## src/rtl/dmem_arb_pkg.sv

```systemverilog
// Shared definitions for the data-memory port arbiter: FSM states, owner
// encoding and a small width helper for the internal counters.
package dmem_arb_pkg;

  typedef enum logic [1:0] {
    IDLE = 2'd0,
    BUSY = 2'd1,
    DONE = 2'd2
  } arb_state_t;

  typedef enum logic {
    OWN_CPU = 1'b0,
    OWN_DMA = 1'b1
  } owner_t;

  // Bits needed to hold 0..max_val, never less than one.
  function automatic int width_for(input int max_val);
    return (max_val < 2) ? 1 : $clog2(max_val + 1);
  endfunction

endpackage

```

## src/rtl/dmem_grant_logic.sv

```systemverilog
// Grant decision between the CPU MEM stage and the DMA port, with a
// starvation counter that eventually forces a DMA win over a busy CPU.
module dmem_grant_logic
  import dmem_arb_pkg::*;
#(
  parameter int STARVE_MAX = 4
) (
  input  logic clk,
  input  logic reset,
  input  logic cpu_req,
  input  logic dma_req,
  input  logic grant_en,
  output logic grant,
  output logic owner
);

  localparam int SW = width_for(STARVE_MAX);

  logic [SW-1:0] starve_cnt;
  logic          starved;
  logic          dma_wins;

  always_comb begin
    starved  = (starve_cnt == SW'(STARVE_MAX));
    dma_wins = dma_req & (~cpu_req | starved);
    grant    = grant_en & (cpu_req | dma_req);
    owner    = dma_wins ? OWN_DMA : OWN_CPU;
  end

  // Only contested CPU grants count toward starvation; any DMA grant clears it.
  always_ff @(posedge clk or posedge reset) begin
    if (reset) begin
      starve_cnt <= '0;
    end else if (grant) begin
      if (owner == OWN_DMA) begin
        starve_cnt <= '0;
      end else if (dma_req && !starved) begin
        starve_cnt <= starve_cnt + 1'b1;
      end
    end
  end

endmodule

```

## src/rtl/dmem_port_arbiter.sv

```systemverilog
// Shares a single-port, possibly multi-cycle data RAM between the pipeline
// MEM stage and a DMA/loader port, stalling the pipeline during CPU accesses.
module dmem_port_arbiter
  import dmem_arb_pkg::*;
#(
  parameter int WAIT_CYCLES = 2,
  parameter int STARVE_MAX  = 4
) (
  input  logic        clk,
  input  logic        reset,
  input  logic        MemRead_M,
  input  logic        MemWrite_M,
  input  logic [31:0] ALUOut_M,
  input  logic [31:0] WriteData_M,
  output logic [31:0] ReadData_M,
  output logic        StallMem,
  input  logic        dma_req,
  input  logic        dma_we,
  input  logic [31:0] dma_addr,
  input  logic [31:0] dma_wdata,
  output logic [31:0] dma_rdata,
  output logic        dma_ack,
  output logic        ram_we,
  output logic [31:0] ram_addr,
  output logic [31:0] ram_wdata,
  input  logic [31:0] ram_rdata
);

  localparam int CW = width_for(WAIT_CYCLES - 1);

  arb_state_t    state;
  arb_state_t    state_nxt;
  owner_t        owner_q;
  logic [CW-1:0] cnt;
  logic [31:0]   addr_q;
  logic [31:0]   wdata_q;
  logic          we_q;
  logic [31:0]   rd_q;
  logic [31:0]   dma_rdata_q;

  logic cpu_req;
  logic grant;
  logic grant_owner;
  logic commit;
  logic cpu_done;

  assign cpu_req = MemRead_M | MemWrite_M;
  assign commit  = (state == BUSY) && (cnt == '0);

  dmem_grant_logic #(
    .STARVE_MAX(STARVE_MAX)
  ) u_grant (
    .clk     (clk),
    .reset   (reset),
    .cpu_req (cpu_req),
    .dma_req (dma_req),
    .grant_en(state == IDLE),
    .grant   (grant),
    .owner   (grant_owner)
  );

  always_comb begin
    state_nxt = state;
    case (state)
      IDLE:    if (grant) state_nxt = BUSY;
      BUSY:    if (commit) state_nxt = DONE;
      DONE:    state_nxt = IDLE;
      default: state_nxt = IDLE;
    endcase
  end

  always_ff @(posedge clk or posedge reset) begin
    if (reset) begin
      state <= IDLE;
    end else begin
      state <= state_nxt;
    end
  end

  // Request is latched at grant so the RAM sees stable values for the whole access.
  always_ff @(posedge clk or posedge reset) begin
    if (reset) begin
      owner_q     <= OWN_CPU;
      cnt         <= '0;
      addr_q      <= '0;
      wdata_q     <= '0;
      we_q        <= 1'b0;
      rd_q        <= '0;
      dma_rdata_q <= '0;
    end else begin
      if (grant) begin
        owner_q <= owner_t'(grant_owner);
        cnt     <= CW'(WAIT_CYCLES - 1);
        if (grant_owner == OWN_DMA) begin
          addr_q  <= dma_addr;
          wdata_q <= dma_wdata;
          we_q    <= dma_we;
        end else begin
          addr_q  <= ALUOut_M;
          wdata_q <= WriteData_M;
          we_q    <= MemWrite_M;
        end
      end else if ((state == BUSY) && (cnt != '0)) begin
        cnt <= cnt - 1'b1;
      end
      if (commit) begin
        rd_q <= ram_rdata;
      end
      // DMA read data is captured alongside rd_q so it is already valid during dma_ack.
      if (commit && (owner_q == OWN_DMA)) begin
        dma_rdata_q <= ram_rdata;
      end
    end
  end

  always_comb begin
    cpu_done   = (state == DONE) && (owner_q == OWN_CPU);
    ram_we     = commit & we_q;
    ram_addr   = addr_q;
    ram_wdata  = wdata_q;
    ReadData_M = cpu_done ? rd_q : 32'h0;
    StallMem   = cpu_req & ~cpu_done;
    dma_ack    = (state == DONE) && (owner_q == OWN_DMA);
    dma_rdata  = dma_rdata_q;
  end

endmodule

```

## config.mk

```make
export PLATFORM = sky130hd
export DESIGN_NAME = dmem_port_arbiter
export DESIGN_NICKNAME = d
export VERILOG_FILES = /design/src/rtl/dmem_arb_pkg.sv /design/src/rtl/dmem_grant_logic.sv /design/src/rtl/dmem_port_arbiter.sv
export SDC_FILE = /design/constraint.sdc
export NUM_CORES = 1
export LEC_CHECK = 0
export CORE_ASPECT_RATIO = 2
export CORE_MARGIN = 2
export CORE_UTILIZATION = 44
export DETAILED_ROUTE_END_ITERATION = 8
export HOLD_SLACK_MARGIN = 0.05
export PLACE_DENSITY = 0.86
export SLEW_MARGIN = 25
export SYNTH_ARGS = -nofsm -noshare
export SYNTH_HDL_FRONTEND = slang
export SYNTH_SLANG_ARGS = --single-unit
```

## constraint.sdc

```tcl
create_clock -name clk -period 8.4 [get_ports clk]
set_clock_uncertainty 0.15 [all_clocks]
set_input_delay 1.68 -clock clk [delete_from_list [all_inputs] [get_ports clk]]
set_output_delay 1.68 -clock clk [all_outputs]
set_load 0.1 [all_outputs]
```

==> metrics.cfg <==
[final_layout]
final_common_cell = clkdlybuf4s50_1
ff_latch_area_um2 = 3400
final_util = 0.715
synthToLayoutAreaGrowth_pct = 59.2
layout.nets = 1024
num_antenna_cells = 0
drive_above_1_share = 0.101
multi_input_area_um2 = 2580
mostFrequentLayoutCells = clkdlybuf4s50_1, dfrtp_1, nand3_1
fillCellCount = 1031
stdcell_area_um2 = 9880

[clock_tree]
cts_tree = done
numCtsBuffers = 17
cts-hold-fix-buffers = 0
cts_sinks = 136
clock_path_buffers = 2
post-cts-setup-buffers = 0
cts.clk_slew.worst_paths_ns = 0.06
clk_latency_ns = 0.40
htree_levels = 4
cts_root_buf = clkbuf_16
cts_resized = 0

[die]
io_pins = 297
rows = 61
die_width_um = 88.0
dieArea_um2 = 15100
start_util = 0.449
floorplan.die.height_um = 172
coreArea_um2 = 13800

[placed_design]
numPortBuffers = 296
dpl.hpwl_um = 13800
gp_congestion = 0.922
dpl-instance-area_um2 = 9290

[synthesis]
synth_nets = 756
synth_area_um2 = 6200
postSynthCellCount = 588
yosysTopAreaCellShare = 0.548
synthTopCellsByArea = dfrtp_1, a31oi_1, mux2_2
synth.distinct_cells = 33
synth_top_cell_by_area = dfrtp_1
ys_seq_elements = 136
yosysWarnings = 0
synth.avg_cell_area_um2 = 10.6
ys_seq_area_frac = 0.548

[route]
detail_route.wl_per_cell_um = 18.8
drc = 0
drtIter0Drc = 458
ant_nets = 0
num_vias = 5876
wl_um = 19800
viasPerCell = 5.56
dr.pass1.iters = 5

[sta]
worst_slew_margin_rel = 0.302
hold_violations = 0
worst_pin_slew_ns = 1.04
fmax_mhz = 178
timing.hold.ws_ns = 0.333
setup_violations = 0
slew_violations = 0
fin_crit_sh = 0.670
min_period_ns = 5.63
fin_setup_tns_ns = 0
rsz0062_at_grt = no

[global_routing]
first_global_vias = 6007
grt_pass1_wl_um = 30900
grt_usage = 0.266
grt_overflow = 0
grt_max_degree = 77
antenna_found_initial = 0

[critical_path]
crit_buf_inv = 2
crit_fanout = 6
cp.arrival_ns = 3.80
start_kind = input pin
cp_slowest_cell = clkdlybuf4s50_1
crit_type = in -> out
cp.required_ns = 6.57
path_delay_family = buffers and inverters
endpoint_kind = output port
slowest_delay_ns = 1.16
path_cells = clkdlybuf4s50_1 > nor2_1 > nor2_1 > clkdlybuf4s50_1

[worst_hold_path]
min_path_type = reg -> reg

[outcome]
status = finished, final reports clean

[flow_run]
drv_cap = 0

## worst reg2reg max path, cell delays in order, from the launching register on
cell	delay, ns
dfrtp_1	0.48
nor3b_4	0.23
buf_4	0.42
and2_1	0.19
buf_4	0.40
mux2_1	0.41
## metal layers
| metal | wire length [um] | GRT usage | vias up |
|---|---|---|---|
| met4 | 1250 | 0.159 | 0 |
| met2 | 10500 | 0.443 | 294 |
| met5 | 0 | 0 | - |
| li1 | - | - | 2682 |
| met3 | 1190 | 0.0601 | 67 |
| met1 | 6870 | 0.307 | 2833 |
## final cells by class
type / count / area share
clock inverters: 14 / 0.0167
flip-flops and latches: 136 / 0.345
repair buffers: 307 / 0.308
clock buffers: 17 / 0.0431
inverters: 6 / 0.00279
well taps: 189 / 0.0239
multi-input cells: 388 / 0.261
## cells in the mapped netlist, drive strengths merged
| master | count |
|---|---|
| a32oi | 1 |
| or2 | 1 |
| a31oi | 64 |
| and3 | 1 |
| clkinv | 1 |
| nand3b | 1 |
| o2bb2ai | 3 |
| buf | 19 |
| and2 | 34 |
| a21bo | 1 |
| nor3 | 1 |
| ha | 2 |
| a2bb2oi | 1 |
| or3b | 1 |
| nand3 | 66 |
| nor3b | 2 |
| nand2 | 5 |
| clkbuf | 39 |
| nor2 | 4 |
| dfrtp | 136 |
| nand2b | 1 |
| mux2 | 64 |
| inv | 5 |
| or3 | 1 |
| a21oi | 64 |
| o21bai | 1 |
| o21ai | 69 |
## stage by stage
step	worst slack [ns]	std cells
after floorplan	2.93	588
after global placement	2.85	1026
after detailed placement	2.77	1026
after CTS	2.76	1057
after global routing	2.69	1057
final	2.77	1057
## sequential cells by signal, indices dropped and copies added (netlist names)
signal and count:
cnt 1, ram_addr 32, we_q 1, state 2
dma_rdata 32, rd_q 32, owner_q 1, u_grant.starve_cnt 3
ram_wdata 32
## path summary, 6_finish.rpt
path / startpoint / to / slack [ns] / depth (start not counted)
setup / recovery: MemWrite_M / StallMem / 2.77 / 4
max in group asynchronous: reset / dma_rdata[28] / 5.22 / 3
hold / removal: dma_rdata[18] / dma_rdata[18] / 0.33 / 1
hold reg to reg: dma_rdata[18] / dma_rdata[18] / 0.33 / 1
setup reg to reg: state[0] / dma_rdata[30] / 6.01 / 5
min in group asynchronous: reset / dma_rdata[25] / 1.63 / 2
## cells by family (layout without fill, tap and decap cells)
| logic type | after synthesis | count (layout) | share of synthesized area |
|---|---|---|---|
| compound gates | 204 | 204 | 0.182 |
| fa+ha+maj | 2 | 2 | 0.00403 |
| buf+inv | 64 | 344 | 0.0446 |
| flops | 136 | 136 | 0.548 |
| mux | 64 | 64 | 0.116 |
| simple gates | 118 | 118 | 0.105 |
Power is left out: the tool's default activity adds up to more than one toggle a clock period on the data nets, which glitch-free logic cannot reach.
